--- src/rtl/calc_sequencer_if.sv ---
// Keypad / datapath bundle for calc_sequencer: key strobes and datapath result in,
// operand digits, operation select and status out.
interface calc_sequencer_if;
    logic        key_valid;
    logic [3:0]  key_code;
    logic [13:0] result_in;
    logic        neg_in;
    logic [3:0]  dig1;
    logic [3:0]  dig2;
    logic [3:0]  dig3;
    logic [3:0]  dig4;
    logic [4:0]  operation;
    logic [13:0] result_q;
    logic        neg_q;
    logic        busy;
    logic        done;
    logic        error;
    logic        show_result;

    modport master (
        output key_valid, key_code, result_in, neg_in,
        input  dig1, dig2, dig3, dig4, operation, result_q, neg_q,
               busy, done, error, show_result
    );

    modport slave (
        input  key_valid, key_code, result_in, neg_in,
        output dig1, dig2, dig3, dig4, operation, result_q, neg_q,
               busy, done, error, show_result
    );
endinterface

--- src/rtl/calc_sequencer.sv ---
// Keypad-driven sequencer for the two-operand BCD arithmetic datapath: builds operands
// from key events, selects the operation, waits the datapath latency and captures the result.
module calc_sequencer #(
    parameter int unsigned EXEC_CYCLES = 3
) (
    input  logic           clk,
    input  logic           reset,
    calc_sequencer_if.slave bus
);

    localparam logic [3:0] EXEC_LOAD   = 4'(EXEC_CYCLES - 1);
    localparam logic [4:0] OP_SHOW_OPS = 5'b10000;
    localparam logic [3:0] KEY_EQUAL   = 4'd14;
    localparam logic [3:0] KEY_CLEAR   = 4'd15;

    typedef enum logic [2:0] {
        ST_ENTER_A = 3'd0,
        ST_ENTER_B = 3'd1,
        ST_EXEC    = 3'd2,
        ST_SHOW    = 3'd3,
        ST_ERR     = 3'd4
    } state_e;

    function automatic logic [3:0] op_onehot(input logic [3:0] code);
        logic [3:0] sel;
        case (code)
            4'd10:   sel = 4'b0001;
            4'd11:   sel = 4'b0010;
            4'd12:   sel = 4'b0100;
            4'd13:   sel = 4'b1000;
            default: sel = 4'b0000;
        endcase
        return sel;
    endfunction

    state_e      state_q, state_d;
    logic [3:0]  a_tens_q, a_tens_d;
    logic [3:0]  a_units_q, a_units_d;
    logic [3:0]  b_tens_q, b_tens_d;
    logic [3:0]  b_units_q, b_units_d;
    logic [1:0]  a_cnt_q, a_cnt_d;
    logic [1:0]  b_cnt_q, b_cnt_d;
    logic [3:0]  op_sel_q, op_sel_d;
    logic [3:0]  exec_cnt_q, exec_cnt_d;
    logic [13:0] res_q, res_d;
    logic        sign_q, sign_d;
    logic [4:0]  operation_q, operation_d;
    logic        busy_q, busy_d;
    logic        done_q, done_d;
    logic        error_q, error_d;
    logic        show_q, show_d;

    logic        key_digit_s;
    logic        key_oper_s;
    logic        key_equal_s;
    logic        key_clear_s;
    logic        b_is_zero_s;

    assign key_digit_s = bus.key_valid && (bus.key_code <= 4'd9);
    assign key_oper_s  = bus.key_valid && (bus.key_code >= 4'd10) && (bus.key_code <= 4'd13);
    assign key_equal_s = bus.key_valid && (bus.key_code == KEY_EQUAL);
    assign key_clear_s = bus.key_valid && (bus.key_code == KEY_CLEAR);
    assign b_is_zero_s = (b_tens_q == 4'd0) && (b_units_q == 4'd0);

    // Next-state logic: clear outranks every state-specific key action.
    always_comb begin
        state_d    = state_q;
        a_tens_d   = a_tens_q;
        a_units_d  = a_units_q;
        b_tens_d   = b_tens_q;
        b_units_d  = b_units_q;
        a_cnt_d    = a_cnt_q;
        b_cnt_d    = b_cnt_q;
        op_sel_d   = op_sel_q;
        exec_cnt_d = exec_cnt_q;
        res_d      = res_q;
        sign_d     = sign_q;
        done_d     = 1'b0;

        if (key_clear_s) begin
            a_tens_d   = 4'd0;
            a_units_d  = 4'd0;
            b_tens_d   = 4'd0;
            b_units_d  = 4'd0;
            a_cnt_d    = 2'd0;
            b_cnt_d    = 2'd0;
            op_sel_d   = 4'b0000;
            exec_cnt_d = 4'd0;
            res_d      = 14'd0;
            sign_d     = 1'b0;
            state_d    = ST_ENTER_A;
        end else begin
            case (state_q)
                ST_ENTER_A: begin
                    if (key_digit_s) begin
                        if (a_cnt_q < 2'd2) begin
                            a_tens_d  = a_units_q;
                            a_units_d = bus.key_code;
                            a_cnt_d   = a_cnt_q + 2'd1;
                        end else begin
                            a_cnt_d = a_cnt_q;
                        end
                    end else if (key_oper_s) begin
                        op_sel_d = op_onehot(bus.key_code);
                        state_d  = ST_ENTER_B;
                    end else begin
                        state_d = ST_ENTER_A;
                    end
                end
                ST_ENTER_B: begin
                    if (key_digit_s) begin
                        if (b_cnt_q < 2'd2) begin
                            b_tens_d  = b_units_q;
                            b_units_d = bus.key_code;
                            b_cnt_d   = b_cnt_q + 2'd1;
                        end else begin
                            b_cnt_d = b_cnt_q;
                        end
                    end else if (key_oper_s) begin
                        // The operator may only be changed before B has any digit.
                        if (b_cnt_q == 2'd0) begin
                            op_sel_d = op_onehot(bus.key_code);
                        end else begin
                            op_sel_d = op_sel_q;
                        end
                    end else if (key_equal_s) begin
                        if (op_sel_q[3] && b_is_zero_s) begin
                            state_d = ST_ERR;
                        end else begin
                            exec_cnt_d = EXEC_LOAD;
                            state_d    = ST_EXEC;
                        end
                    end else begin
                        state_d = ST_ENTER_B;
                    end
                end
                ST_EXEC: begin
                    if (exec_cnt_q == 4'd0) begin
                        res_d   = bus.result_in;
                        sign_d  = bus.neg_in;
                        done_d  = 1'b1;
                        state_d = ST_SHOW;
                    end else begin
                        exec_cnt_d = exec_cnt_q - 4'd1;
                    end
                end
                ST_SHOW: begin
                    // A digit after a result starts a fresh calculation with it as A units.
                    if (key_digit_s) begin
                        a_tens_d  = 4'd0;
                        a_units_d = bus.key_code;
                        a_cnt_d   = 2'd1;
                        b_tens_d  = 4'd0;
                        b_units_d = 4'd0;
                        b_cnt_d   = 2'd0;
                        state_d   = ST_ENTER_A;
                    end else begin
                        state_d = ST_SHOW;
                    end
                end
                ST_ERR: begin
                    state_d = ST_ERR;
                end
                default: begin
                    state_d = ST_ENTER_A;
                end
            endcase
        end
    end

    // Output flags are derived from the next state so they register alongside it.
    always_comb begin
        operation_d = OP_SHOW_OPS;
        if ((state_d == ST_EXEC) || (state_d == ST_SHOW)) begin
            operation_d = {1'b0, op_sel_d};
        end else begin
            operation_d = OP_SHOW_OPS;
        end
        busy_d  = (state_d == ST_EXEC);
        error_d = (state_d == ST_ERR);
        show_d  = (state_d == ST_SHOW);
    end

    // State, operand and output registers with synchronous reset.
    always_ff @(posedge clk) begin
        if (reset) begin
            state_q     <= ST_ENTER_A;
            a_tens_q    <= 4'd0;
            a_units_q   <= 4'd0;
            b_tens_q    <= 4'd0;
            b_units_q   <= 4'd0;
            a_cnt_q     <= 2'd0;
            b_cnt_q     <= 2'd0;
            op_sel_q    <= 4'b0000;
            exec_cnt_q  <= 4'd0;
            res_q       <= 14'd0;
            sign_q      <= 1'b0;
            operation_q <= OP_SHOW_OPS;
            busy_q      <= 1'b0;
            done_q      <= 1'b0;
            error_q     <= 1'b0;
            show_q      <= 1'b0;
        end else begin
            state_q     <= state_d;
            a_tens_q    <= a_tens_d;
            a_units_q   <= a_units_d;
            b_tens_q    <= b_tens_d;
            b_units_q   <= b_units_d;
            a_cnt_q     <= a_cnt_d;
            b_cnt_q     <= b_cnt_d;
            op_sel_q    <= op_sel_d;
            exec_cnt_q  <= exec_cnt_d;
            res_q       <= res_d;
            sign_q      <= sign_d;
            operation_q <= operation_d;
            busy_q      <= busy_d;
            done_q      <= done_d;
            error_q     <= error_d;
            show_q      <= show_d;
        end
    end

    assign bus.dig1        = a_tens_q;
    assign bus.dig2        = a_units_q;
    assign bus.dig3        = b_tens_q;
    assign bus.dig4        = b_units_q;
    assign bus.operation   = operation_q;
    assign bus.result_q    = res_q;
    assign bus.neg_q       = sign_q;
    assign bus.busy        = busy_q;
    assign bus.done        = done_q;
    assign bus.error       = error_q;
    assign bus.show_result = show_q;

endmodule

--- src/flat_wrapper.sv ---
// flat-port wrapper written by rule: the top's interface ports become plain ports
module calc_sequencer_flat 
#(
    parameter int unsigned EXEC_CYCLES = 3
)
  (clk, reset, bus_key_valid, bus_key_code, bus_result_in, bus_neg_in, bus_dig1, bus_dig2, bus_dig3, bus_dig4, bus_operation, bus_result_q, bus_neg_q, bus_busy, bus_done, bus_error, bus_show_result);
  calc_sequencer_if bus_i ();
  input  logic clk;
  input  logic reset;
  input wire logic [$bits(bus_i.key_valid)-1:0] bus_key_valid;
  input wire logic [$bits(bus_i.key_code)-1:0] bus_key_code;
  input wire logic [$bits(bus_i.result_in)-1:0] bus_result_in;
  input wire logic [$bits(bus_i.neg_in)-1:0] bus_neg_in;
  output wire logic [$bits(bus_i.dig1)-1:0] bus_dig1;
  output wire logic [$bits(bus_i.dig2)-1:0] bus_dig2;
  output wire logic [$bits(bus_i.dig3)-1:0] bus_dig3;
  output wire logic [$bits(bus_i.dig4)-1:0] bus_dig4;
  output wire logic [$bits(bus_i.operation)-1:0] bus_operation;
  output wire logic [$bits(bus_i.result_q)-1:0] bus_result_q;
  output wire logic [$bits(bus_i.neg_q)-1:0] bus_neg_q;
  output wire logic [$bits(bus_i.busy)-1:0] bus_busy;
  output wire logic [$bits(bus_i.done)-1:0] bus_done;
  output wire logic [$bits(bus_i.error)-1:0] bus_error;
  output wire logic [$bits(bus_i.show_result)-1:0] bus_show_result;
  assign bus_i.key_valid = bus_key_valid;
  assign bus_i.key_code = bus_key_code;
  assign bus_i.result_in = bus_result_in;
  assign bus_i.neg_in = bus_neg_in;
  assign bus_dig1 = bus_i.dig1;
  assign bus_dig2 = bus_i.dig2;
  assign bus_dig3 = bus_i.dig3;
  assign bus_dig4 = bus_i.dig4;
  assign bus_operation = bus_i.operation;
  assign bus_result_q = bus_i.result_q;
  assign bus_neg_q = bus_i.neg_q;
  assign bus_busy = bus_i.busy;
  assign bus_done = bus_i.done;
  assign bus_error = bus_i.error;
  assign bus_show_result = bus_i.show_result;
  calc_sequencer #(.EXEC_CYCLES(EXEC_CYCLES)) u_core (.clk(clk), .reset(reset), .bus(bus_i));
endmodule
--- config.mk ---
export PLATFORM = sky130hd
export DESIGN_NAME = calc_sequencer_flat
export DESIGN_NICKNAME = d
export VERILOG_FILES = /design/src/rtl/calc_sequencer_if.sv /design/src/rtl/calc_sequencer.sv /design/src/flat_wrapper.sv
export SDC_FILE = /design/constraint.sdc
export NUM_CORES = 1
export LEC_CHECK = 0
export BUFFER_PORTS_ARGS = -buffer_cell sky130_fd_sc_hd__buf_2
export CAP_MARGIN = 20
export CORE_MARGIN = 1.5
export CORE_UTILIZATION = 56
export CTS_CLUSTER_SIZE = 30
export DETAILED_ROUTE_END_ITERATION = 6
export GPL_TIMING_DRIVEN = 0
export PLACE_DENSITY = 0.81
export SLEW_MARGIN = 20
export SYNTH_ARGS = -nofsm -noshare
export SYNTH_HDL_FRONTEND = slang
export SYNTH_SLANG_ARGS = --single-unit
--- constraint.sdc ---
create_clock -name clk -period 3.81 [get_ports clk]
set_clock_uncertainty 0.1 [all_clocks]
set_input_delay 0.762 -clock clk [delete_from_list [all_inputs] [get_ports clk]]
set_output_delay 0.762 -clock clk [all_outputs]
set_load 0.01 [all_outputs]
# Word level (Yosys, flattened, before mapping)
# Cells that the tools add are included.
[totals]
wordCells = 121
register_bits = 55
out_inout_bits = 40
romBits = 0
inputBits = 22
mem_count = 0
latch_bits = 0
ram_bits = 0
[classes]
n_mul = 0
div_mod_pow = 0
magnitude_cmp = 5
n_addsub = 3
bitwise_logic = 2
reduce_logical = 23
n_shift = 0
eq_ne = 23
mux = 48
[ops]
columns = ["cell", "n"]
rows = [
  ["$mux W4", 21],
  ["$pmux W4 S2", 6],
  ["$eq A4 B4 Y1 const B", 6],
  ["$mux W3", 7],
  ["$pmux W4 S4", 1],
  ["$pmux W3 S5", 1],
  ["$mux W2", 7],
  ["$eq A3 B2 Y1 const B", 4],
  ["$logic_not A4 Y1", 3],
  ["$ne A2 B1 Y1 const B", 6],
  ["$le A4 B4 Y1 const B", 2],
  ["$ne A2 B2 Y1 const B", 4],
  ["$pmux W2 S2", 2],
  ["$reduce_and A4 Y1", 2],
  ["$logic_and A1 B1 Y1", 7],
  ["$eq A3 B3 Y1 const B", 2],
  ["$reduce_and A6 Y1", 1],
  ["$reduce_bool A2 Y1", 3],
  ["$mux W5", 1],
  ["$add A2 B1 Y2 const B", 2],
  ["$ge A4 B4 Y1 const B", 1],
  ["$lt A2 B2 Y1 const B", 2],
  ["$reduce_or A2 Y1", 2],
  ["$sub A4 B1 Y4 const B", 1],
  ["8 further kinds", 10],
]

# Depth between registers and ports, before layout
[logic_depth]
word_depth = 13
ltp_mapped = 8
ltp_nobuf = 6

# Worst setup path after synthesis
# No wires, ideal clock.
[synth_timing]
path_kind = "input -> register"
start = "input bus_key_valid"
end = "register u_core.error_q, in the netlist u_core.bus.error"
path_slack_ps = 1738
path_buffers = 3
t_required_ps = 3652
setup_ps = 58
arrival_time_ps = 1914
cell_stages = 7
cell_sequence = "buf_2 -> and4_1 -> a21o_1 -> buf_2 -> o21bai_1 -> buf_6 -> o21ba_1"
[synth_between]
elab_chain_cells = 7
elab_cells_between_ends = 14
cone_classes = "eq/ne: 1; mux: 8; reduce/logical: 5"
[synth_rtl]
columns = ["item", "line_no", "source"]
rows = [
  ["from (decl)", "flat_wrapper.sv:10", "input wire logic [$bits(bus_i.key_valid)-1:0] bus_key_valid;"],
  ["$logic_and A1 B1 Y1, on equally long branches", "calc_sequencer.sv:61, calc_sequencer.sv:60", ""],
  ["$mux W3 or $logic_and A1 B1 Y1 (tied branches)", "calc_sequencer.sv:126, calc_sequencer.sv:60", ""],
  ["$mux W3 or $mux W1 (tied branches)", "calc_sequencer.sv:119, calc_sequencer.sv:103", ""],
  ["$mux W3, on equally long branches", "calc_sequencer.sv:111, calc_sequencer.sv:95", ""],
  ["$pmux W3 S5", "calc_sequencer.sv:93", "case (state_q)"],
  ["$mux W3 *", "calc_sequencer.sv:80", "if (key_clear_s) begin"],
  ["$eq A3 B3 Y1 *", "calc_sequencer.sv:180", "error_d = (state_d == ST_ERR);"],
  ["to (signal assigned)", "calc_sequencer.sv:218", "error_q <= error_d;"],
  ["to (decl)", "calc_sequencer.sv:50", "logic error_q, error_d;"],
]
# Every way passes the cells marked *; elsewhere a longest branch is shown, timed or not.
# A chain may end at the register's enable or synchronous reset.

# Worst setup path in the final report
[layout_timing]
start = "register u_core.exec_cnt_q[0]"
end = "register u_core.busy_q, in the netlist u_core.bus.busy"
[layout_between]
elab_chain_cells = 5
[layout_rtl]
columns = ["item", "line_no", "source"]
rows = [
  ["from (decl)", "calc_sequencer.sv:44", "logic [3:0] exec_cnt_q, exec_cnt_d;"],
  ["from (signal assigned)", "calc_sequencer.sv:212", "exec_cnt_q <= exec_cnt_d;"],
  ["$logic_not A4 Y1", "calc_sequencer.sv:138", "if (exec_cnt_q == 4'd0) begin"],
  ["$mux W3", "calc_sequencer.sv:138", ""],
  ["$pmux W3 S5", "calc_sequencer.sv:93", ""],
  ["$mux W3", "calc_sequencer.sv:80", ""],
  ["$eq A3 B2 Y1", "calc_sequencer.sv:179", "busy_d = (state_d == ST_EXEC);"],
  ["to (signal assigned)", "calc_sequencer.sv:216", "busy_q <= busy_d;"],
  ["to (decl)", "calc_sequencer.sv:48", "logic busy_q, busy_d;"],
]
# Every way passes these cells.

==> impl_metrics.py <==
metrics = {
    "floorplanning": {
        "coreArea_sq_mm": 0.003971,
        "dieArea_sq_mm": 0.004523,
        "boundaryPins": 62,
        "dieHeight_microns": 67.26,
        "initial_utilization_pct": 58.22,
        "die_w_microns": 67.26,
        "rows": 23,
    },
    "synthesis": {
        "synth_cell_type_count": 48,
        "ys_seq_area_share_pct": 47.62,
        "netlist.area_leader.share_pct": 47.62,
        "yosysMostFrequentCell": "dfxtp_1",
        "synth-main-ff-cell": "dfxtp_1",
        "synth-warning-count": 0,
        "synth-async-reset-ratio_pct": 0,
        "synth_top_area_cell": "dfxtp_1",
        "syn-num-nets": 284,
        "synthTopCellsByArea": "dfxtp_1 48%, a21oi_1 6.1%, nand2_1 5.7%",
        "synth_common_cells": "55 x dfxtp_1, 35 x nand2_1, 28 x a21oi_1, 17 x nor2_1, 11 x nand4_1",
        "ys_ff_latch": 55,
        "syn_area_sq_mm": 0.002312,
        "synth_edf_count": 0,
        "syn_area_per_cell_sq_um": 8.893,
        "syn_inst": 260,
    },
    "power_and_ir_drop": {
        "p_seq_share_pct": 51.9,
        "pwr-share-comb_pct": 8.8,
        "power_density_mw_per_mm2": 406.1,
        "ir_drop_mv": 0.2541,
        "intPower_mw": 0.8854,
        "p_sw_mw": 0.2528,
        "switching_share_pct": 22.21,
        "p_leak_nw": 1.185,
        "p_clk_share_pct": 39.3,
    },
    "setup_path": {
        "arrival_ps": 2100,
        "crit_path_max_fanout": 8,
        "crit_path_end": "u_core.bus.busy$_SDFF_PP0_",
        "r2r_cells": 7,
        "r2r_slack_ps": 1790,
        "crit_path_end_kind": "flip-flop",
        "r2r-end": "u_core.bus.busy$_SDFF_PP0_",
        "critical_path.startpoint": "u_core.exec_cnt_q[0]$_SDFFE_PP0P_",
        "crit_type": "flip-flop to flip-flop",
        "r2r-start": "u_core.exec_cnt_q[0]$_SDFFE_PP0P_",
        "start_kind": "flip-flop",
        "cp.required_ps": 3900,
    },
    "clocking": {
        "post-cts-setup-buffers": 0,
        "cts_tree": "yes",
        "cts_num_sinks": 55,
        "clock_latency_ps": 310,
        "clk_pin_slew_ps": 100,
        "cts-buffers-inserted": 5,
        "cts-resized-gates": 0,
        "clock_path_buffers": 2,
        "root_buffer": "clkbuf_8",
        "hold_buffers": 0,
        "htree_levels": 2,
    },
    "route": {
        "drt-total-wl_microns": 5131,
        "dr_total_vias": 2069,
        "routedWlPerCell_microns": 13.61,
        "drc": 0,
        "drt-initial-drc-count": 122,
        "dr.pass1.iters": 4,
        "ant_nets": 0,
        "vias_per_cell": 5.488,
    },
    "placed_design": {
        "detailed_place_hpwl_microns": 3690,
        "dp_slack_ps": 1548,
        "dp.cells": 369,
        "place.gp.congestion": 0.7915,
        "port_buffers": 59,
    },
    "finish": {
        "diodes": 0,
        "area_growth_pct": 21.21,
        "nets": 350,
        "fin_cells": 377,
        "final_layout_size_suffix_gt1_share_pct": 27.22,
        "fin_util_pct": 70.57,
    },
    "sta": {
        "worst_slack_ps": 1793,
        "max_freq_mhz": 495.8,
        "timing.hold.ws_ps": 356.8,
        "rsz0062_at_grt": "false",
        "fin_crit_sh_pct": 52.94,
        "tns_ps": 0,
        "tightestPinTransition_ps": 666.1,
        "max_slew_margin_pct": 55.35,
        "setup_viol": 0,
        "finalCriticalPeriod_ps": 2017,
        "maxSlewViolCount": 0,
        "hold_viol": 0,
    },
    "global_route": {
        "grt_pass1_wl_microns": 7700,
        "antenna_found_initial": 0,
        "grt_pass1_vias": 1706,
        "grt_usage_pct": 22.38,
        "grt_max_degree": 17,
        "globalRoute.totalOverflow": 0,
    },
    "outcome": {
        "status": "finished, final reports clean",
    },
    "worst_hold_path": {
        "hp-class": "flip-flop to flip-flop",
    },
    "flow_run": {
        "cap_viol_max_count": 0,
    },
}
worst max-delay path: stages (launching register included):
cell,delay (ps)
dfxtp_1,330
inv_1,90
ha_1,160
or3b_4,400
or3_1,300
buf_2,190
o311a_4,160
nor3b_2,160
area by class of cell:
type	count	area, sq um
flip-flops and latches	55	1101
clock buffers	6	72.57
inverters	7	26.28
fillers	352	1169
repair buffers	59	295.3
clock inverters	2	60.06
multi-input cells	181	1095
well taps	50	62.56
plain buffers	17	90.09
worst min path at each step:
stage | from | to | slack (ps) | depth (start not counted)
4_1_cts | u_core.bus.result_q[2]$_SDFFE_PP0P_ | u_core.bus.result_q[2]$_SDFFE_PP0P_ | 360 | 2
2_1_floorplan | u_core.a_cnt_q[0]$_SDFFE_PP0P_ | u_core.a_cnt_q[0]$_SDFFE_PP0P_ | 340 | 1
3_5_place_dp | u_core.bus.result_q[2]$_SDFFE_PP0P_ | u_core.bus.result_q[2]$_SDFFE_PP0P_ | 350 | 2
3_3_place_gp | u_core.bus.result_q[2]$_SDFFE_PP0P_ | u_core.bus.result_q[2]$_SDFFE_PP0P_ | 340 | 2
5_1_grt | u_core.bus.result_q[2]$_SDFFE_PP0P_ | u_core.bus.result_q[2]$_SDFFE_PP0P_ | 380 | 2
6_report | u_core.bus.result_q[9]$_SDFFE_PP0P_ | u_core.bus.result_q[9]$_SDFFE_PP0P_ | 360 | 2
cells in the final DEF, fill, tap and decap left out, types with 2 or more instances in the layout:
| cell | count |
|---|---|
| clkbuf_8 | 5 |
| inv_1 | 7 |
| nand3_1 | 6 |
| ha_1 | 2 |
| nor2b_1 | 3 |
| a22oi_1 | 4 |
| a31oi_1 | 3 |
| a21oi_1 | 28 |
| and2_1 | 4 |
| buf_6 | 2 |
| nor3_1 | 10 |
| o21a_1 | 2 |
| bufinv_16 | 2 |
| xor2_1 | 3 |
| nand2b_1 | 3 |
| clkbuf_1 | 6 |
| buf_2 | 68 |
| o21ai_1 | 2 |
| dfxtp_1 | 55 |
| and4_1 | 2 |
| o21ai_0 | 10 |
| mux2i_1 | 6 |
| nor3_2 | 4 |
| a21o_1 | 2 |
| nor2_1 | 17 |
| nor4b_1 | 2 |
| nand4_1 | 11 |
| nand2_1 | 35 |
| o21ba_1 | 2 |
stage by stage:
step           total power, mW  instance area (sq um)
2_1_floorplan           0.6687                   2312
3_3_place_gp            0.7013                   2670
3_5_place_dp            0.7030                   2670
4_1_cts                  1.144                   2803
5_1_grt                  1.179                   2803
6_report                 1.138                   2803
power by group through the flow:
| stage | registers [mW] | clock network, mW | logic (mW) |
|---|---|---|---|
| floorplan | 0.605 | 0 | 0.0635 |
| global placement | 0.603 | 0 | 0.0978 |
| CTS | 0.590 | 0.454 | 0.0999 |
| detailed placement | 0.604 | 0 | 0.0992 |
| finish | 0.591 | 0.448 | 0.100 |
| global route | 0.592 | 0.478 | 0.109 |
kinds of logic (layout without fill, tap and decap cells):
group                    count (synthesis)  count (layout)  share of synthesized area, %
flip-flops                              55              55                         47.62
multiplexers                             6               6                         2.598
adder cells (fa/ha/maj)                  2               2                         1.082
buffers and inverters                   24              91                         5.032
AO/OA/AOI/OAI                           64              64                         17.97
AND/OR/NAND/NOR                        106             106                         24.57
XOR/XNOR                                 3               3                         1.137
sequential cells by signal (all words and copies together), names as in the netlist, 3 cells and up:
| register | count |
|---|---|
| u_core.bus.operation | 5 |
| u_core.bus.dig2 | 4 |
| u_core.bus.dig1 | 4 |
| u_core.bus.dig3 | 4 |
| u_core.bus.result_q | 14 |
| u_core.exec_cnt_q | 4 |
| u_core.bus.dig4 | 4 |
| u_core.op_sel_q | 4 |
| u_core.state_q | 3 |
per-layer routing:
metal	track usage (%)	vias up	share of wire, %
met5	0	-	0
met4	7.398	0	1.3
met3	4.500	5	3.6
met2	36.63	43	50
met1	29.52	969	45
li1	-	1052	-
No activity file was read; power rests on OpenSTA's default activity.
